$ cat src/rtl/freq_ramp_pkg.sv
// Shared definitions for the frequency ramp sequencer: state encodings,
// frequency width/limit and the setpoint clamp helper.
package freq_ramp_pkg;

  localparam int unsigned FREQ_W = 10;
  localparam logic [FREQ_W-1:0] FREQ_MAX = 10'd1000;

  typedef enum logic [2:0] {
    StIdle  = 3'd0,
    StAccel = 3'd1,
    StRun   = 3'd2,
    StDecel = 3'd3,
    StFault = 3'd4
  } ramp_state_e;

  // Setpoints above the legal maximum are pinned to the maximum.
  function automatic logic [FREQ_W-1:0] clamp_setpoint(input logic [FREQ_W-1:0] sp);
    return (sp > FREQ_MAX) ? FREQ_MAX : sp;
  endfunction

endpackage

$ cat src/rtl/ramp_tick.sv
// Free-running ramp tick generator: counts 0..TICK_DIV-1 and pulses tick
// for one cycle when the count sits at TICK_DIV-1.
module ramp_tick #(
  parameter int unsigned TICK_DIV = 50000
) (
  input  logic clk_sys,
  input  logic rst_n,
  output logic tick
);

  localparam int unsigned CNT_W = (TICK_DIV > 1) ? $clog2(TICK_DIV) : 1;
  localparam logic [CNT_W-1:0] CNT_LAST = CNT_W'(TICK_DIV - 1);

  logic [CNT_W-1:0] cnt_q, cnt_d;

  // Wrap the counter at the last count, otherwise increment.
  always_comb begin
    cnt_d = (cnt_q == CNT_LAST) ? '0 : cnt_q + CNT_W'(1);
  end

  // Counter register, cleared asynchronously.
  always_ff @(posedge clk_sys or negedge rst_n) begin
    if (!rst_n) begin
      cnt_q <= '0;
    end else begin
      cnt_q <= cnt_d;
    end
  end

  assign tick = (cnt_q == CNT_LAST);

endmodule

$ cat src/rtl/freq_ramp_ctrl.sv
// Frequency ramp sequencer: ramps freq_out toward the run-gated setpoint at
// STEP_UP / STEP_DN units per ramp tick, handles run/stop and fault, and
// strobes upd whenever freq_out changes.
// Build option: FREQ_RAMP_SOFTSTOP_EN defined -> run=0 decelerates to 0;
// undefined -> run=0 coasts (freq_out forced to 0 immediately).
module freq_ramp_ctrl
  import freq_ramp_pkg::*;
#(
  parameter int unsigned TICK_DIV = 50000,
  parameter int unsigned STEP_UP  = 1,
  parameter int unsigned STEP_DN  = 2
) (
  input  logic        clk_sys,
  input  logic        rst_n,
  input  logic [9:0]  freq_set,
  input  logic        run,
  input  logic        fault,
  output logic [9:0]  freq_out,
  output logic        upd,
  output logic [2:0]  state,
  output logic        at_speed
);

`ifdef FREQ_RAMP_SOFTSTOP_EN
  localparam bit SoftStop = 1'b1;
`else
  localparam bit SoftStop = 1'b0;
`endif

  localparam logic [FREQ_W:0] StepUpW = (FREQ_W + 1)'(STEP_UP);
  localparam logic [FREQ_W:0] StepDnW = (FREQ_W + 1)'(STEP_DN);

  logic              tick;
  logic [FREQ_W-1:0] tgt;
  logic [FREQ_W:0]   sum;
  logic [FREQ_W:0]   dif;
  logic [FREQ_W-1:0] freq_up, freq_dn;
  logic [FREQ_W-1:0] freq_q, freq_d;
  logic              upd_q, at_speed_q;
  ramp_state_e       state_q, state_d;

  ramp_tick #(
    .TICK_DIV (TICK_DIV)
  ) u_ramp_tick (
    .clk_sys (clk_sys),
    .rst_n   (rst_n),
    .tick    (tick)
  );

  // Target and the clamped up/down step candidates.
  always_comb begin
    tgt = run ? clamp_setpoint(freq_set) : '0;
    // 11-bit add so the carry past 1023 is visible before clamping to tgt.
    sum     = {1'b0, freq_q} + StepUpW;
    freq_up = (sum > {1'b0, tgt}) ? tgt : sum[FREQ_W-1:0];
    // Borrow check: a step larger than the current value lands on 0.
    dif     = ({1'b0, freq_q} < StepDnW) ? '0 : ({1'b0, freq_q} - StepDnW);
    freq_dn = (dif[FREQ_W-1:0] < tgt) ? tgt : dif[FREQ_W-1:0];
  end

  // Next-state and next-frequency decode; fault overrides everything.
  always_comb begin
    state_d = state_q;
    freq_d  = freq_q;
    if (fault) begin
      state_d = StFault;
      freq_d  = '0;
    end else if (!SoftStop && !run &&
                 (state_q == StAccel || state_q == StRun || state_q == StDecel)) begin
      // Coast stop: drop the output at once.
      state_d = StIdle;
      freq_d  = '0;
    end else begin
      case (state_q)
        StIdle: begin
          freq_d = '0;
          if (run && tgt != '0) state_d = StAccel;
        end
        StAccel: begin
          // Step only toward the target; reversal is handled by the state change.
          if (tick && freq_q < tgt) freq_d = freq_up;
          if (freq_q == tgt)     state_d = (tgt == '0) ? StIdle : StRun;
          else if (tgt < freq_q) state_d = StDecel;
        end
        StRun: begin
          if (tgt > freq_q)       state_d = StAccel;
          else if (tgt < freq_q)  state_d = StDecel;
          else if (tgt == '0)     state_d = StIdle;
        end
        StDecel: begin
          if (tick && freq_q > tgt) freq_d = freq_dn;
          if (freq_q == tgt)     state_d = (tgt == '0) ? StIdle : StRun;
          else if (tgt > freq_q) state_d = StAccel;
        end
        StFault: begin
          freq_d = '0;
          if (!run) state_d = StIdle;
        end
        default: begin
          state_d = StIdle;
          freq_d  = '0;
        end
      endcase
    end
  end

  // FSM state and registered outputs.
  always_ff @(posedge clk_sys or negedge rst_n) begin
    if (!rst_n) begin
      state_q    <= StIdle;
      freq_q     <= '0;
      upd_q      <= 1'b0;
      at_speed_q <= 1'b0;
    end else begin
      state_q    <= state_d;
      freq_q     <= freq_d;
      upd_q      <= (freq_d != freq_q);
      at_speed_q <= (state_d == StRun);
    end
  end

  assign freq_out = freq_q;
  assign upd      = upd_q;
  assign state    = state_q;
  assign at_speed = at_speed_q;

endmodule

$ cat config.mk
export PLATFORM = sky130hd
export DESIGN_NAME = freq_ramp_ctrl
export DESIGN_NICKNAME = d
export VERILOG_FILES = /design/src/rtl/freq_ramp_pkg.sv /design/src/rtl/ramp_tick.sv /design/src/rtl/freq_ramp_ctrl.sv
export SDC_FILE = /design/constraint.sdc
export NUM_CORES = 1
export LEC_CHECK = 0
export BUFFER_PORTS_ARGS = -buffer_cell sky130_fd_sc_hd__buf_2
export CAP_MARGIN = 20
export CORE_ASPECT_RATIO = 1.1
export CORE_MARGIN = 3
export CORE_UTILIZATION = 55
export DETAILED_ROUTE_END_ITERATION = 8
export HOLD_SLACK_MARGIN = 0.1
export PLACE_DENSITY_LB_ADDON = 0.05
export SLEW_MARGIN = 15
export SYNTH_ARGS = -nofsm -noshare
export SYNTH_HDL_FRONTEND = slang
export SYNTH_SLANG_ARGS = --single-unit
export TNS_END_PERCENT = 50
$ cat constraint.sdc
create_clock -name clk_sys -period 6.7 [get_ports clk_sys]
set_input_delay 0.335 -clock clk_sys [delete_from_list [all_inputs] [get_ports clk_sys]]
set_output_delay 0.335 -clock clk_sys [all_outputs]
set_load 0.005 [all_outputs]
==> results_dict.tcl <==
set metrics [dict create \
    syn_to_final_growth_pct 8.356 \
    layout-drive-gt1-share_pct 12.28 \
    final_nets 557 \
    critPathRequiredTime_ns 6.85 \
    dieArea_um2 7834 \
    clkPwrFrac_pct 41.8 \
    worst_clock_skew_ns 0.005003 \
    place_congestion 0.9974 \
    netlist_instances 493 \
    cp.arrival_ns 6.23 \
    tritoncts "built" \
    antenna_found_initial 0 \
    drt-initial-drc-count 599 \
    crit_family "simple AND/OR/NAND/NOR gates" \
    path_buf_inv 1 \
    core_um2 6381 \
    first_global_vias 3866 \
    ctsHtreeMaxLevel 2 \
    die_h_um 92.53 \
    max_clock_freq_ghz 0.1644 \
    preCtsSetupSlack_ns 0.9071 \
    power.density_nw_per_um2 113.7 \
    clockRootBuffer "clkbuf_8" \
    cts_sinks 31 \
    power_switching_uw 126.8 \
    power_uw 461.3 \
    dp_hpwl_mm 9.997 \
    ys_ff_latch 31 \
    numPortBuffers 28 \
    num_rows 30 \
    firstDrtPassIters 6 \
    cellLeakagePower_nw 1.869 \
    ys_warn_count 0 \
    ff2ff_path_depth 17 \
    synthesis.nets 538 \
    vias 4122 \
    clockBufferDepth 2 \
    max-cap-violations 0 \
    synth_cell_types 72 \
    cp-start-kind "register" \
    crit_cells 17 \
    period_needed_ns 6.081 \
    cp-end-kind "register" \
    wl_per_cell_um 21.95 \
    grt_max_degree 32 \
    synthFlopType "dfrtp_1" \
    critical_path_class "register to register" \
    hold_path_class "primary input to async pin" \
    worstMarginPinSlew_ns 0.9489 \
    r2r_slack_ns 0.62 \
    internal_power_uw 334.5 \
    drcViolationCount 0 \
    finalCritPeriodShare_pct 90.77 \
    setup_viol 0 \
    grt_pass1_wl_mm 20.53 \
    post_cts_buffers 0 \
    via_per_inst 6.951 \
    async_flop_share_pct 100.0 \
    gr-usage-all-layers_pct 33.04 \
    final_cell_area_um2 4056 \
    rsz0062_at_grt "no" \
    routed_wl_mm 13.02 \
    cts_resized 0 \
    p_sw_share_pct 27.49 \
    hold_viol_final 0 \
    ctsHoldBuffers 0 \
    final_antenna_net_count 0 \
    finalMaxSlewViolations 0 \
    peakVddDrop_uv 130.2 \
    clk_pin_slew_ns 0.07 \
    outcome "finished, final reports clean" \
    comb_power_share_pct 17.1 \
    crit_chain "ha_1, nand2_1, nor3_1, and3_1, xnor2_1, ha_1, nand3_1, nor3_1, o21ai_0, nor2_1, buf_4, mux2_2, a221oi_1, nand4b_1, a2111oi_0, o211ai_1, or4_1" \
    n_antenna_cell 0 \
    setup_ws_ns 0.6186 \
    syn-cell-area_um2 3744 \
    clock_latency_ns 0.28 \
    cp_max_fo 17 \
    grt_overflow 0 \
    slowest_stage "dfrtp_1" \
    seq_area_frac_synth_pct 20.72 \
    critical_path.max_stage_delay_ns 0.76 \
    die_w_um 84.66 \
    avgSynthCellArea_um2 7.593 \
    dpl-instance-area_um2 3939 \
    synth_edf_count 0 \
    cts-buffers-inserted 5 \
    power_frac_seq_pct 41.1 \
    setup_tns_ns 0 \
    initial_utilization_pct 58.67 \
    ios 29 \
    worst_slew_margin_rel_pct 35.10 \
]
[cell usage after synthesis (3+ instances only)]
cell type	n	share of area [%]
a21boi_0	3	0.60
a21o_1	6	1.2
a21oi_1	25	3.3
a31o_2	4	0.94
a31oi_1	8	1.3
and2_1	7	1.2
and3_1	6	1.0
and4_1	3	0.70
buf_2	3	0.40
clkbuf_1	18	1.8
dfrtp_1	31	21
ha_1	31	10
inv_1	27	2.7
mux2_2	4	1.2
mux2i_1	11	2.9
nand2_1	59	5.9
nand2b_1	5	0.84
nand3_1	17	2.3
nand4_1	14	2.3
nor2_1	53	5.3
nor2b_1	4	0.67
nor3_1	12	1.6
nor4_1	3	0.50
o211ai_1	9	1.8
o21a_1	3	0.60
o21ai_0	26	3.5
o22ai_1	8	1.3
o31ai_4	3	1.7
o32ai_1	3	0.70
or3_1	3	0.50
or4_1	7	1.4
xnor2_1	15	3.5
xor2_1	11	2.6
[placed cells by master (no fill, tap or decap), drive strengths merged, types with 5 or more instances in the layout]
cell / instances
dfrtp: 31
a21o: 6
xnor2: 15
mux2i: 11
and3: 6
mux2: 5
nor2: 54
o21ai: 28
o22ai: 8
buf: 36
or4: 8
nand3: 17
and2: 7
a31oi: 8
ha: 31
a21oi: 25
nand2b: 5
clkbuf: 6
o31ai: 5
nor3: 13
nand2: 59
inv: 27
xor2: 11
o211ai: 9
nand4: 14
[power by group through the flow]
stage	registers, mW	logic [mW]	clock network [mW]
global placement	0.193	0.0754	0
floorplan	0.192	0.0504	0
finish	0.190	0.0787	0.193
CTS	0.190	0.0762	0.196
detailed placement	0.193	0.0758	0
global route	0.190	0.0862	0.205
[flip-flops by register name, summed over array words and instances, names as in the netlist]
| name | flops |
|---|---|
| freq_out | 10 |
| upd | 1 |
| u_ramp_tick.cnt_q | 16 |
| state | 3 |
| at_speed | 1 |
[final timing paths]
path | end | start
max in group asynchronous | freq_out[5] | rst_n
min in group clk_sys | state[2] | fault
worst max-delay path | upd | freq_out[2]
worst max register to register | upd | freq_out[2]
worst min register to register | u_ramp_tick.cnt_q[0] | u_ramp_tick.cnt_q[0]
worst min-delay path | freq_out[1] | rst_n
[cell families (layout without fill, tap and decap cells)]
| group | after synthesis | after routing | synth area share, % |
|---|---|---|---|
| adders and majority gates | 31 | 31 | 10.36 |
| and+or+nand+nor | 210 | 210 | 28.34 |
| DFF | 31 | 31 | 20.72 |
| muxes | 16 | 16 | 4.445 |
| AOI/OAI and AO/OA | 128 | 128 | 24.53 |
| xor gates and xnor gates | 26 | 26 | 6.083 |
| buffers and inverters | 51 | 71 | 5.514 |
[routing by layer]
layer	share of wire [%]	vias up	global-route usage, %	routed length, um
li1	-	1856	-	-
met4	7.1	0	23.48	924
met3	9.4	73	5.071	1219
met5	0	-	0	0
met2	45	310	51.89	5845
met1	39	1883	41.02	5029
[cell type report]
| cell class | count | area [um^2] |
|---|---|---|
| clock buffer | 6 | 82.58 |
| clock inverter | 2 | 35.03 |
| fill | 578 | 2325 |
| inverter | 27 | 101.3 |
| multi-input combinational | 411 | 2761 |
| sequential | 31 | 775.7 |
| tap | 80 | 100.1 |
| timing repair buffer | 36 | 200.2 |
[stage by stage]
| stage | util [%] | hold slack (ns) | std cells |
|---|---|---|---|
| 6_report | 63.57 | 0.09034 | 593 |
| 5_1_grt | 63.57 | 0.1245 | 593 |
| 4_1_cts | 63.57 | 0.1086 | 593 |
| 3_5_place_dp | 61.73 | 0.4148 | 585 |
| 3_3_place_gp | 61.73 | 0.4101 | 585 |
| 2_1_floorplan | - | 0.03941 | 493 |
Note: power is estimated with default switching activity, not from simulation.
